## src/rtl/pipe_skid_stage.sv

```systemverilog
`timescale 1ns/1ps
// ---------------------------------------------------------------------------
// pipe_skid_stage
//
// Elastic pipeline-stage register with a valid/ready handshake. It sits
// between core pipeline stages (IF_ID, ID_EX, EX_MEM, MEM_WB) so that a stall
// from a multi-cycle unit propagates one stage at a time instead of through a
// global enable.
//
// SKID=1 : two entries (main + skid). in_ready comes straight from a flop, so
//          there is no combinational path from out_ready to in_ready.
// SKID=0 : one entry. in_ready = ~main_valid | out_ready (combinational).
//
// A synchronous flush empties the stage and discards any same-cycle accept.
// drop_cnt counts, with saturation, how many entries each flush threw away.
//
// Ports
//   clock      in   rising-edge clock
//   clear      in   asynchronous active-high reset
//   flush      in   synchronous kill of held entries and same-cycle accept
//   in_valid   in   upstream presents in_data
//   in_ready   out  stage can accept this cycle
//   in_data    in   [WIDTH-1:0] upstream payload
//   out_valid  out  out_data is valid
//   out_ready  in   downstream consumes this cycle
//   out_data   out  [WIDTH-1:0] head payload (main entry)
//   occupancy  out  [1:0] number of held entries (0..2)
//   drop_cnt   out  [CNT_W-1:0] saturating count of flushed entries
// ---------------------------------------------------------------------------
module pipe_skid_stage #(
  parameter int WIDTH = 32,
  parameter int SKID  = 1,
  parameter int CNT_W = 8
) (
  input  logic             clock,
  input  logic             clear,
  input  logic             flush,
  input  logic             in_valid,
  output logic             in_ready,
  input  logic [WIDTH-1:0] in_data,
  output logic             out_valid,
  input  logic             out_ready,
  output logic [WIDTH-1:0] out_data,
  output logic [1:0]       occupancy,
  output logic [CNT_W-1:0] drop_cnt
);

  // The state encoding equals the number of held entries.
  typedef enum logic [1:0] {
    EMPTY = 2'd0,
    ONE   = 2'd1,
    TWO   = 2'd2
  } state_t;

  state_t           state_p1;
  state_t           state_nxt;
  logic [WIDTH-1:0] main_data_p1;
  logic [WIDTH-1:0] skid_data_p1;
  logic             ready_p1;
  logic [CNT_W-1:0] drop_cnt_p1;

  logic             accept;
  logic             drain;
  logic             load_main;
  logic             load_skid;
  logic             main_from_skid;
  logic [1:0]       drop_inc;

  // Saturating add of a small increment; the counter sticks at all-ones.
  function automatic logic [CNT_W-1:0] sat_add(input logic [CNT_W-1:0] cnt,
                                               input logic [1:0]       inc);
    logic [CNT_W:0] sum;
    sum = {1'b0, cnt} + (CNT_W+1)'(inc);
    if (sum > {1'b0, {CNT_W{1'b1}}})
      sat_add = {CNT_W{1'b1}};
    else
      sat_add = sum[CNT_W-1:0];
  endfunction

  assign out_valid = (state_p1 != EMPTY);
  assign out_data  = main_data_p1;
  assign occupancy = state_p1;
  assign drop_cnt  = drop_cnt_p1;

  // With SKID=1 the ready flop mirrors "not full"; with SKID=0 the single
  // entry may be refilled in the same cycle it drains.
  assign in_ready = (SKID != 0) ? ready_p1 : ((state_p1 == EMPTY) | out_ready);

  assign accept = in_valid & in_ready;
  assign drain  = out_valid & out_ready;

  // Entries lost to a flush: those held, minus one leaving downstream, plus
  // one arriving this cycle. The result is always in 0..2.
  assign drop_inc = state_p1 + {1'b0, accept} - {1'b0, drain};

  always_comb begin
    state_nxt      = state_p1;
    load_main      = 1'b0;
    load_skid      = 1'b0;
    main_from_skid = 1'b0;
    if (flush) begin
      state_nxt = EMPTY;
    end else begin
      case (state_p1)
        EMPTY: begin
          if (accept) begin
            state_nxt = ONE;
            load_main = 1'b1;
          end
        end
        ONE: begin
          if (accept && drain) begin
            load_main = 1'b1;
          end else if (accept) begin
            // Only reachable with SKID=1: downstream stalled, park in skid.
            state_nxt = TWO;
            load_skid = 1'b1;
          end else if (drain) begin
            state_nxt = EMPTY;
          end
        end
        TWO: begin
          // in_ready is low here, so the only event is a drain.
          if (drain) begin
            state_nxt      = ONE;
            main_from_skid = 1'b1;
          end
        end
        default: state_nxt = EMPTY;
      endcase
    end
  end

  // ---- stage boundary: control registers ----
  always_ff @(posedge clock or posedge clear) begin
    if (clear) begin
      state_p1    <= EMPTY;
      ready_p1    <= 1'b1;
      drop_cnt_p1 <= '0;
    end else begin
      state_p1 <= state_nxt;
      ready_p1 <= (state_nxt != TWO);
      if (flush)
        drop_cnt_p1 <= sat_add(drop_cnt_p1, drop_inc);
    end
  end

  // ---- stage boundary: payload registers ----
  always_ff @(posedge clock or posedge clear) begin
    if (clear) begin
      main_data_p1 <= '0;
      skid_data_p1 <= '0;
    end else begin
      if (load_main)
        main_data_p1 <= in_data;
      else if (main_from_skid)
        main_data_p1 <= skid_data_p1;
      if (load_skid)
        skid_data_p1 <= in_data;
    end
  end

endmodule

```

## config.mk

```make
export PLATFORM = sky130hd
export DESIGN_NAME = pipe_skid_stage
export DESIGN_NICKNAME = d
export VERILOG_FILES = /design/src/rtl/pipe_skid_stage.sv
export SDC_FILE = /design/constraint.sdc
export NUM_CORES = 1
export LEC_CHECK = 0
export BUFFER_PORTS_ARGS = -buffer_cell sky130_fd_sc_hd__buf_2
export CAP_MARGIN = 30
export CORE_MARGIN = 2
export CORE_UTILIZATION = 40
export CTS_CLUSTER_SIZE = 24
export DETAILED_ROUTE_END_ITERATION = 6
export GPL_ROUTABILITY_DRIVEN = 0
export PLACE_DENSITY_LB_ADDON = 0.3
export SYNTH_ARGS = -nofsm -noshare
export SYNTH_HDL_FRONTEND = slang
export SYNTH_SLANG_ARGS = --single-unit
```

## constraint.sdc

```tcl
create_clock -name clock -period 3.6 [get_ports clock]
set_input_delay 0.36 -clock clock [delete_from_list [all_inputs] [get_ports clock]]
set_output_delay 0.36 -clock clock [all_outputs]
set_load 0.1 [all_outputs]
```

Yosys cells after proc, flatten, opt, wreduce, memory -nomap -nowiden
Cells that the tools add are included.
{ "totals": {"reg_bits": 75, "input_bits": 37, "output_inout_bits": 44, "word_cells": 38} }
{ "classes": {"addsub": 3, "n_lt_le_gt_ge": 1, "eq_ne": 3, "n_mux": 20, "bitwise_logic": 2, "n_reduce_logical": 4} }
{ "op_table": {"columns": ["op", "count"], "rows": [
  ["32-bit two-way mux", 2],
  ["2-bit two-way mux", 6],
  ["8-bit by 2-bit adder with 9-bit output", 1],
  ["9-bit by 8-bit > comparator with 1-bit output (second input constant)", 1],
  ["1-bit two-way mux", 9],
  ["8-bit two-way mux", 1],
  ["2-bit one-hot mux with 3 select lines", 1],
  ["2-bit nonzero test", 2],
  ["2-bit by 1-bit adder with 2-bit output", 1],
  ["1-bit bitwise AND", 2],
  ["2-bit by 1-bit equality test with 1-bit output (second input constant)", 1],
  ["2-bit equality test (second input constant)", 1],
  ["2-bit logical NOT", 1],
  ["2-bit != test (second input constant)", 1],
  ["1-bit one-hot mux with 2 select lines", 1],
  ["2-bit by 1-bit subtractor with 2-bit output", 1],
  ["1-bit logical AND", 1]
]} }

Longest topological paths before layout
Gate-level depths: netlist of run 1.
{ "logic_depth": {"ltp_word": 8, "ltp_mapped": 13, "ltp_nobuf": 12} }

Worst setup path before layout of run 1
Ideal clock, no wire load.
{ "synth_timing": {"kind": "reg2reg", "from": "register state_p1[1] (netlist: occupancy[1])", "to": "register drop_cnt_p1[6] (netlist: drop_cnt[6])", "arrival_time_ps": 3591, "t_required_ps": 3472, "setup_slack_ps": -119, "stages_incl_launch_ff": 14, "synth_period_minus_slack_ps": 3719, "path_cell_list": "dfrtp_1 -> or2_2 -> nand2_1 -> ha_1 -> inv_1 -> ha_1 -> ha_1 -> inv_1 -> fa_1 -> and3b_1 -> clkbuf_1 -> nand4_1 -> nor3_1 -> a21oi_1"} }
{ "synth_between": {"elab_chain_cells": 6, "elab_cells_between_ends": 7, "cone_classes": "3 x add/sub; 1 x order compare; 1 x mux; 1 x bitwise; 1 x reduce/logical"} }
{ "synth_rtl": {"columns": ["element", "line", "rtl"], "rows": [
  ["start: declaration", "55", "state_t state_p1;"],
  ["start signal: assignment", "141", "state_p1 <= state_nxt;"],
  ["2-bit nonzero test *", "80", "assign out_valid = (state_p1 != EMPTY);"],
  ["named net out_valid", "41", "output logic out_valid,"],
  ["1-bit bitwise AND *", "90", "assign drain = out_valid & out_ready;"],
  ["2-bit by 1-bit subtractor with 2-bit output *", "94", "assign drop_inc = state_p1 + {1'b0, accept} - {1'b0, drain};"],
  ["8-bit by 2-bit adder with 9-bit output *", "73", "sum = {1'b0, cnt} + (CNT_W+1)'(inc);"],
  ["9-bit by 8-bit > comparator with 1-bit output", "74", "if (sum > {1'b0, {CNT_W{1'b1}}})"],
  ["8-bit two-way mux *", "74", null],
  ["end signal: assignment", "144", "drop_cnt_p1 <= sat_add(drop_cnt_p1, drop_inc);"],
  ["end: declaration", "60", "logic [CNT_W-1:0] drop_cnt_p1;"]
]} }
Mark *: on every way through the listed nets, which the timed path passes. The rest lies on a longest branch.
A chain may end at the register's enable or synchronous reset.

Worst setup path after layout of run 1
{ "layout_timing": {"from": "register state_p1[1] (netlist: occupancy[1])", "to": "register drop_cnt_p1[6] (netlist: drop_cnt[6])"} }
{ "layout_between": {"elab_chain_cells": 6, "elab_cells_between_ends": 7, "cone_classes": "3 x add/sub; 1 x order compare; 1 x mux; 1 x bitwise; 1 x reduce/logical"} }
{ "layout_rtl": {"columns": ["element", "line"], "rows": [
  ["parallel branches: the longest is 2 deep, another holds 2-bit by 1-bit adder with 2-bit output", null],
  ["2-bit by 1-bit subtractor with 2-bit output *", "94"],
  ["8-bit by 2-bit adder with 9-bit output *", "73"],
  ["9-bit by 8-bit > comparator with 1-bit output", "74"],
  ["8-bit two-way mux *", "74"]
]} }
Mark *: on every way between the ends.

==> results of run 1 <==
==> power breakdown <==
group	internal, W	switching, W
Sequential	0.00107	0.000154
Clock	0.000456	0.000303
Combinational	0.000298	0.00103
Total	0.00182	0.00149
==> cell families after synthesis <==
family / count (synthesis) / synth area share, %
DFF: 75 / 56.7
xor gates and xnor gates: 3 / 0.794
muxes: 36 / 12.1
AOI/OAI and AO/OA: 75 / 17.7
and+or+nand+nor: 34 / 6.31
buffers and inverters: 24 / 4.20
adders and majority gates: 5 / 2.12
==> routing by layer <==
| metal | up-vias | GRT usage, % | part of all wire, % | wire (µm) |
|---|---|---|---|---|
| li1 | 1074 | - | - | - |
| met2 | 53 | 25.2 | 48 | 3100 |
| met4 | 0 | 8.33 | 2.4 | 155 |
| met3 | 13 | 3.99 | 5.1 | 333 |
| met5 | - | 0 | 0 | 0 |
| met1 | 1142 | 19.3 | 45 | 2910 |
==> state kept, by name, indices dropped and copies added, names as in the netlist <==
register      flops
skid_data_p1     32
in_ready          1
drop_cnt          8
occupancy         2
out_data         32
==> worst reg2reg max path, cell delays in order, from the launching register on <==
cell and delay [ns]:
dfrtp_2 0.46, or2_2 0.32, nand2_1 0.07, ha_1 0.11
inv_1 0.04, ha_1 0.27, ha_1 0.16, inv_1 0.05
fa_1 0.39, and3b_1 0.34, nand4_1 0.14, nor3_1 0.15
a21oi_1 0.06
==> layout by cell type (no fill, tap or decap), types with 2 or more instances in the layout <==
cell type | netlist | layout
a21o_1 | 31 | 31
nand4_1 | 2 | 2
nor2b_1 | 2 | 2
a21oi_1 | 6 | 6
nand3_1 | 3 | 3
ha_1 | 4 | 4
xor2_1 | 2 | 2
clkbuf_8 | 0 | 9
nor2_1 | 6 | 6
buf_4 | 5 | 4
dfrtp_1 | 74 | 72
o22a_1 | 2 | 2
buf_2 | 6 | 80
clkinv_2 | 0 | 2
mux2_1 | 6 | 6
inv_1 | 8 | 7
dfrtp_2 | 0 | 2
and3_1 | 2 | 2
mux2_2 | 27 | 27
a22o_1 | 31 | 31
mux2i_1 | 3 | 3
nand2_1 | 8 | 8
bufinv_16 | 0 | 3
==> final cells by class <==
| class | instances | area share (%) |
|---|---|---|
| Timing Repair Buffer | 84 | 10.8 |
| Clock buffer | 10 | 3.19 |
| Sequential cell | 75 | 47.0 |
| Inverter | 8 | 0.782 |
| Multi-Input combinational cell | 153 | 32.4 |
| Tap cell | 105 | 3.29 |
| Clock inverter | 5 | 2.57 |
==> path summary, 6_finish.rpt <==
| kind | start | to | cells past startpoint |
|---|---|---|---|
| worst max-delay path | occupancy[1] | drop_cnt[6] | 12 |
| worst min-delay path | clear | drop_cnt[4] | 2 |
| worst max register to register | occupancy[1] | drop_cnt[6] | 12 |
| worst min register to register | out_data[2] | out_data[2] | 1 |
| max in group asynchronous | clear | occupancy[0] | 3 |
| min in group clock | in_data[20] | out_data[20] | 3 |
==> through the flow <==
step                      power, W  hold WS, ns  util, %  worst slack [ns]
after detailed placement   0.00258        0.460     46.3             0.879
final                      0.00331        0.166     49.2             0.919
after floorplan            0.00235        0.423        -             0.216
after global placement     0.00255        0.453     46.3             0.947
after global routing       0.00347        0.227     49.2             0.731
after CTS                  0.00335        0.179     49.2             0.907
==> out/metrics.cfg, run 1 <==
[worst_setup_path]
crit_slowest_cell=dfrtp_2
cp_common_cell=ha_1
required_ns=3.83
cp_max_fo=7
critPathKind=register to register
path_cells=or2_2 -> nand2_1 -> ha_1 -> inv_1 -> ha_1 -> ha_1 -> inv_1 -> fa_1 -> and3b_1 -> nand4_1 -> nor3_1 -> a21oi_1
slowest_delay_ns=0.46
reg2reg_slack_ns=0.92
critPathCaptureType=register
critPathBufInv=2
critPathLaunchType=register
critPathTopFamily=simple AND/OR/NAND/NOR gates
crit_arrival_ns=2.91

[logic_synthesis]
ys_seq_area_share_pct=56.7
synth_fp_nets=294
synth-main-ff-cell=dfrtp_1
synth.most_common_cell=dfrtp_1
synth_commonest_cells=74 x dfrtp_1, 31 x a21o_1, 31 x a22o_1
ys_ff_latch=75
synth_top_area_cell=dfrtp_1
netlist_instances=252
synth-edff-count=0
syn_area_per_cell_um2=13.1
yosys-top-cells-area=dfrtp_1 56%, mux2_2 9.2%, a22o_1 8.2%, a21o_1 7.0%, mux2_1 2.0%
yosysWarnings=0
synth_top_area_share_pct=55.9
syn-cell-area_mm2=0.00331
async_flop_share_pct=100
yosysUniqueCellTypes=39

[grt]
grt_usage_pct=15.6
antenna_found_initial=0
grt_pass1_wl_um=10600
grt_remaining_overflow=0
grt_pass1_vias=2220
grt_max_degree=51

[pwr]
powerDensity_mw_per_mm2=828
leakage_nw=2.08
ir_worst_vdd_mv=0.658

[timing]
tightest_slew_ns=0.867
fin_setup_tns_ns=0
drv_slew=0
hold_violations=0
rsz0062_at_grt=no
setup_viol=0
clock.fmax_ghz=0.373
slew_headroom_pct=42.1
fin_crit_ns=2.68
finClkSkew_ns=0.0132
period_share_pct=74.5

[cts]
htree_levels=3
post_cts_buffers=0
cts_buffers=9
cts_sinks=75
clkTransAtPathRegs_ns=0.07
cts_resized=0
clock_latency_ns=0.34
cts_hold_buf=0
cts_root_buf=clkbuf_8
cts_tree=done
clockBufferDepth=2

[placed_design]
detailed_place.area_mm2=0.00377
dp_cells=425
hpwl_um=4310
io_buffers=80

[run]
maxCapViolCount=0

[final_layout]
final_nets=373
ff_latch_area_mm2=0.00188
fin_cells=440
multi_input_area_mm2=0.00129
fin_area_mm2=0.00400
n_antenna_cell=0
area_growth_pct=20.8
drive_gt1_share_pct=40.0
fill_cells=775

[route]
wl_um=6500
drtIter0Drc=32
wl_per_cell_um=14.8
dr.pass1.iters=4
vias_per_cell=5.19
ant_nets=0
drc_errors=0
via_count=2282

[floorplanning]
start_util_pct=40.7
rows=33
num_io_pins=81
dieArea_mm2=0.00902
core_area_mm2=0.00813
die_h_um=95.0
die_w_um=95.0

[run_status]
outcome=complete, no violations

[worst_hold_path]
min_path_type=input port to async pin

No activity file was read; power rests on OpenSTA's default activity.
==> inputs of run 2 (changes only) <==
clock period = 2.4 ns   (was 3.6 ns; I/O delays follow)
==> run 2 against run 1 <==
  * The run now ends with setup timing left
  * Clock skew down 0.0037 ns
  * Global-route usage up 0.35 points
  * Register-to-register slack worse by 0.94 ns
  * Worst hold slack worse by 0.048 ns
  * Setup slack worse by 0.94 ns
  * Sequential power up 50%
  * Combinational power up 57%
  * Wire length up 7.6%
  * Die area unchanged
  * Critical endpoint unchanged
  * Largest power group unchanged
==> out/metrics.cfg, run 2 (same netlist as run 1, synthesis figures left out) <==
[route]
via_count=2330
dr.pass1.iters=4
wl_per_cell_um=15.3
ant_nets=0
drc_errors=0
wl_um=7000
drtIter0Drc=74
vias_per_cell=5.11

[pwr]
ir_worst_vdd_mv=0.926
pwr-share-comb_pct=43.0
switchingPower_w=0.00230
power_w=0.00485
power_frac_seq_pct=38.2
powerDensity_mw_per_mm2=1160
switching_share_pct=47.4
leakage_nw=2.15
internal_power_w=0.00255
power_frac_clock_pct=18.8

[floorplanning]
core_area_mm2=0.00813
start_util_pct=40.7
dieArea_mm2=0.00902
die_h_um=95.0
rows=33
num_io_pins=81
die_w_um=95.0

[grt]
grt_usage_pct=16.0
grt_pass1_wl_um=10900
grt_pass1_vias=2253
grt_max_degree=45
grt_remaining_overflow=0
antenna_found_initial=0

[final_layout]
layout_commonest_cell=buf_2
multi_input_area_mm2=0.00139
drive_gt1_share_pct=47.0
fill_cells=726
final_cell_mix=80 x buf_2, 72 x dfrtp_1, 31 x a22o_1, 31 x a21o_1, 26 x mux2_2
n_antenna_cell=0
fin_util_pct=51.4
area_growth_pct=26.4
fin_cells=456
final_nets=388
ff_latch_area_mm2=0.00188

[timing]
rsz0062_at_grt=yes
tightest_slew_ns=0.576
period_share_pct=101
slew_headroom_pct=61.6
drv_slew=0
fin_ws_ns=-0.0209
finClkSkew_ns=0.00950
hold_violations=0
clock.fmax_ghz=0.413
fin_crit_ns=2.42
setup_viol=2

[run_status]
outcome=complete, but fails checks
violations=setup timing

[worst_setup_path]
required_ns=2.63
crit_arrival_ns=2.65
critPathLaunchType=register
reg2reg_depth=12
critPathKind=register to register
cp_max_fo=3
critPathCaptureType=register

[placed_design]
hpwl_um=4420
io_buffers=80
dp_slack_ns=-0.0474
dp_cells=432

[worst_hold_path]
holdPathStages=3
min_path_type=input port to register

[cts]
cts_buffers=9
clock_latency_ns=0.35
clkTransAtPathRegs_ns=0.08
htree_levels=3
cts_sinks=75
cts_root_buf=clkbuf_8
cts_tree=done
clockBufferDepth=2

[run]
maxCapViolCount=0

[run 2: cell count changes in the layout (fill, tap and decap cells not counted), sizes merged]
cell,before,now
buf,84,98
dlygate4sd3,0,1
inv,7,8
bufinv,3,0
clkinvlp,1,3
clkbuf,10,11
[run 2: final timing paths]
check	startpoint	endpoint	slack, ns
max	occupancy[0]	drop_cnt[6]	-0.02
min	in_data[20]	out_data[20]	0.12
max reg2reg	occupancy[0]	drop_cnt[6]	-0.02
min reg2reg	out_data[16]	out_data[16]	0.47
max in group asynchronous	clear	skid_data_p1[29]	1.31
min in group asynchronous	clear	drop_cnt[3]	0.48
[run 2: worst max-delay path: stages, from the launching register on]
cell and delay, ns:
dfrtp_2 0.40, or2_4 0.27, nand2_4 0.06, ha_4 0.12
inv_2 0.04, ha_4 0.25, ha_4 0.13, inv_2 0.04
fa_2 0.38, and3b_2 0.27, nand4_1 0.12, nor3_1 0.16
a21oi_1 0.07
[run 2: power groups by stage]
| stage | sequential (W) | combinational [W] | clock, W |
|---|---|---|---|
| 2_1_floorplan | 0.00300 | 0.000524 | 0 |
| 4_1_cts | 0.00184 | 0.00207 | 0.000944 |
| 3_3_place_gp | 0.00184 | 0.00200 | 0 |
| 5_1_grt | 0.00189 | 0.00219 | 0.000997 |
| 3_5_place_dp | 0.00186 | 0.00202 | 0 |
| 6_report | 0.00185 | 0.00209 | 0.000912 |
[run 2: layout make-up]
cell class                 count  area share (%)
timing repair buffer          99            13.4
inverter                       8           0.748
sequential                    75            44.9
clock buffer                  11            3.62
multi-input combinational    153            33.3
tap                          105            3.14
clock inverter                 5           0.867
[run 2: what timing repair did]
action,in CTS,in global routing
pin swaps,7,10
setup endpoints to repair,3,7
hold buffers,1,0
endpoints found under the hold margin,30,0
setup buffers,5,2
resized for setup,13,8
[run 2: layer usage]
layer | track usage (%) | share of wire (%) | up-vias
met5 | 0 | 0 | -
met4 | 7.61 | 1.6 | 0
met3 | 3.51 | 4.1 | 10
met2 | 26.7 | 50 | 53
met1 | 19.6 | 44 | 1156
li1 | - | - | 1111
[run 2: per-stage QoR]
step / TNS [ns] / hold slack, ns / cell area, µm²
6_report: -0.0358 / 0.118 / 4180
5_1_grt: -0.381 / 0.112 / 4180
4_1_cts: -0.0418 / 0.102 / 4140
3_5_place_dp: -0.0497 / 0.326 / 3840
3_3_place_gp: -0.00641 / 0.320 / 3840
2_1_floorplan: -4.52 / 0.303 / 3320
==> inputs of run 3 (changes only) <==
CELL_PAD_IN_SITES_DETAIL_PLACEMENT = 0   (was default)
CELL_PAD_IN_SITES_GLOBAL_PLACEMENT = 1   (was default)
CORE_UTILIZATION = 38   (was 40)
clock period = 2.2 ns   (was 2.4 ns; I/O delays follow)
==> run 3 against run 2 <==
  * The flow still finishes with violations (setup timing)
  * Non-clock buffer count unchanged
  * Cell area is 0.63% higher
  * Die area is 5.0% higher
  * Core utilization shrank 2.4 points
  * Power is 11% higher
  * Sequential power grew 9%
  * Global-route usage is 0.77 points lower
  * Clock skew about the same
  * Register-to-register slack worse by 0.15 ns
  * Count of clock-buffer cells in the layout unchanged
  * Highest routed layer unchanged
==> out/metrics.cfg, run 3 (same netlist as run 1, synthesis figures left out) <==
[run_status]
outcome=complete, but fails checks
violations=setup timing

[route]
drtIter0Drc=22
via_count=2335
wl_um=6750
wl_per_cell_um=14.7
vias_per_cell=5.09
ant_nets=0
dr.pass1.iters=4
drc_errors=0

[worst_hold_path]
min_path_type=input port to register

[timing]
clock.fmax_ghz=0.421
hold_violations=0
fin_ws_ns=-0.173
fin_crit_ns=2.37
drv_slew=0
slew_headroom_pct=58.5
period_share_pct=108
fin_setup_tns_ns=-0.703
finClkSkew_ns=0.00935
setup_viol=7
rsz0062_at_grt=yes
tightest_slew_ns=0.622

[cts]
htree_levels=3
clkTransAtPathRegs_ns=0.08
cts_root_buf=clkbuf_8
cts_buffers=9
clock_latency_ns=0.33
clockBufferDepth=2
cts_tree=done
cts_sinks=75

[floorplanning]
die_w_um=97.3
core_area_mm2=0.00859
num_io_pins=81
die_h_um=97.3
rows=34
dieArea_mm2=0.00948
start_util_pct=38.5

[grt]
grt_max_degree=43
grt_pass1_vias=2309
grt_pass1_wl_um=11600
grt_usage_pct=15.2
antenna_found_initial=0
grt_remaining_overflow=0

[worst_setup_path]
slowest_delay_ns=0.41
reg2reg_depth=13
reg2reg_slack_ns=-0.17
rr_endpoint=drop_cnt[3]
crit_start=occupancy[0]
cp_max_fo=4
critPathLaunchType=register
required_ns=2.46
path_cells=or2_4 -> nand2_4 -> ha_4 -> inv_4 -> ha_4 -> ha_4 -> inv_2 -> fa_2 -> and3b_2 -> buf_6 -> buf_6 -> a31oi_1 -> mux2i_1
reg2reg_from=occupancy[0]
critPathKind=register to register
crit_slowest_cell=dfrtp_2
cp_common_cell=ha_4
crit_end=drop_cnt[3]
critPathCaptureType=register
crit_arrival_ns=2.63

[final_layout]
ff_latch_area_mm2=0.00188
final_nets=388
layout_commonest_cell=buf_2
area_growth_pct=27.2
fill_cells=796
n_antenna_cell=0
drive_gt1_share_pct=47.3
fin_area_mm2=0.00421
final_cell_mix=80 x buf_2, 72 x dfrtp_1, 31 x a22o_1, 31 x a21o_1, 27 x mux2_2
multi_input_area_mm2=0.00139

[placed_design]
io_buffers=80
dp_slack_ns=-0.237
detailed_place.area_mm2=0.00388
hpwl_um=4520

[pwr]
powerDensity_mw_per_mm2=1270
leakage_nw=2.15
ir_worst_vdd_mv=1.06

[run]
maxCapViolCount=0

run 3: cell types whose count changed in the layout (fill, tap and decap cells not counted), sizes merged:
cell      before  now
inv            8    7
bufinv         0    1
clkinv         2    4
clkinvlp       3    1
run 3: power by group:
part / internal, W / switching, W
registers: 0.00175 / 0.000261
clock network: 0.000531 / 0.000512
logic: 0.000577 / 0.00173
total: 0.00286 / 0.00251
run 3: worst min-delay path by stage:
stage | startpoint | end | slack [ns] | cells after the start
final | in_data[20] | out_data[20] | 0.11 | 3
after global placement | clear | drop_cnt[1] | 0.32 | 2
after floorplan | out_ready | occupancy[1] | 0.28 | 1
after detailed placement | clear | drop_cnt[1] | 0.32 | 2
after global routing | in_data[20] | out_data[20] | 0.09 | 3
after CTS | in_data[20] | out_data[20] | 0.09 | 3
run 3: worst max-delay path, delay by kind of cell (launching register included):
kind	cells	cell delay, ns
AO/OA/AOI/OAI	1	0.07
adder cells (fa/ha/maj)	4	0.83
buffers and inverters	4	0.26
flip-flops	1	0.41
multiplexers	1	0.13
AND/OR/NAND/NOR	3	0.59
run 3: layout make-up:
cell class	count	area share, %
Tap cell	108	3.21
Inverter	8	0.802
Timing Repair Buffer	99	13.7
Clock inverter	5	1.52
Sequential cell	75	44.7
Multi-Input combinational cell	153	33.0
Clock buffer	11	3.12
run 3: what timing repair did:
action | CTS | global route
endpoints found under the setup margin | 8 | 8
endpoints found under the hold margin | 32 | 0
buffers inserted | 2 | 2
resized for setup | 12 | 11
pin swaps | 9 | 11
hold buffers | 1 | 0
run 3: metrics by stage:
stage | utilization (%) | hold slack, ns | total power [W] | cells
after detailed placement | 45.1 | 0.325 | 0.00426 | 438
after global routing | 49.0 | 0.0897 | 0.00566 | 459
after global placement | 45.1 | 0.322 | 0.00423 | 438
after floorplan | - | 0.283 | 0.00385 | 252
final | 49.0 | 0.107 | 0.00537 | 459
after CTS | 48.3 | 0.0887 | 0.00537 | 457
run 3: layer usage:
metal  share of wire, %  global-route usage (%)  vias to the layer above
li1                   -                       -                     1108
met5                  0                       0                        -
met2                 48                    24.0                       56
met4               0.76                    5.45                        0
met1                 47                    20.5                     1164
met3                4.8                    3.81                        7
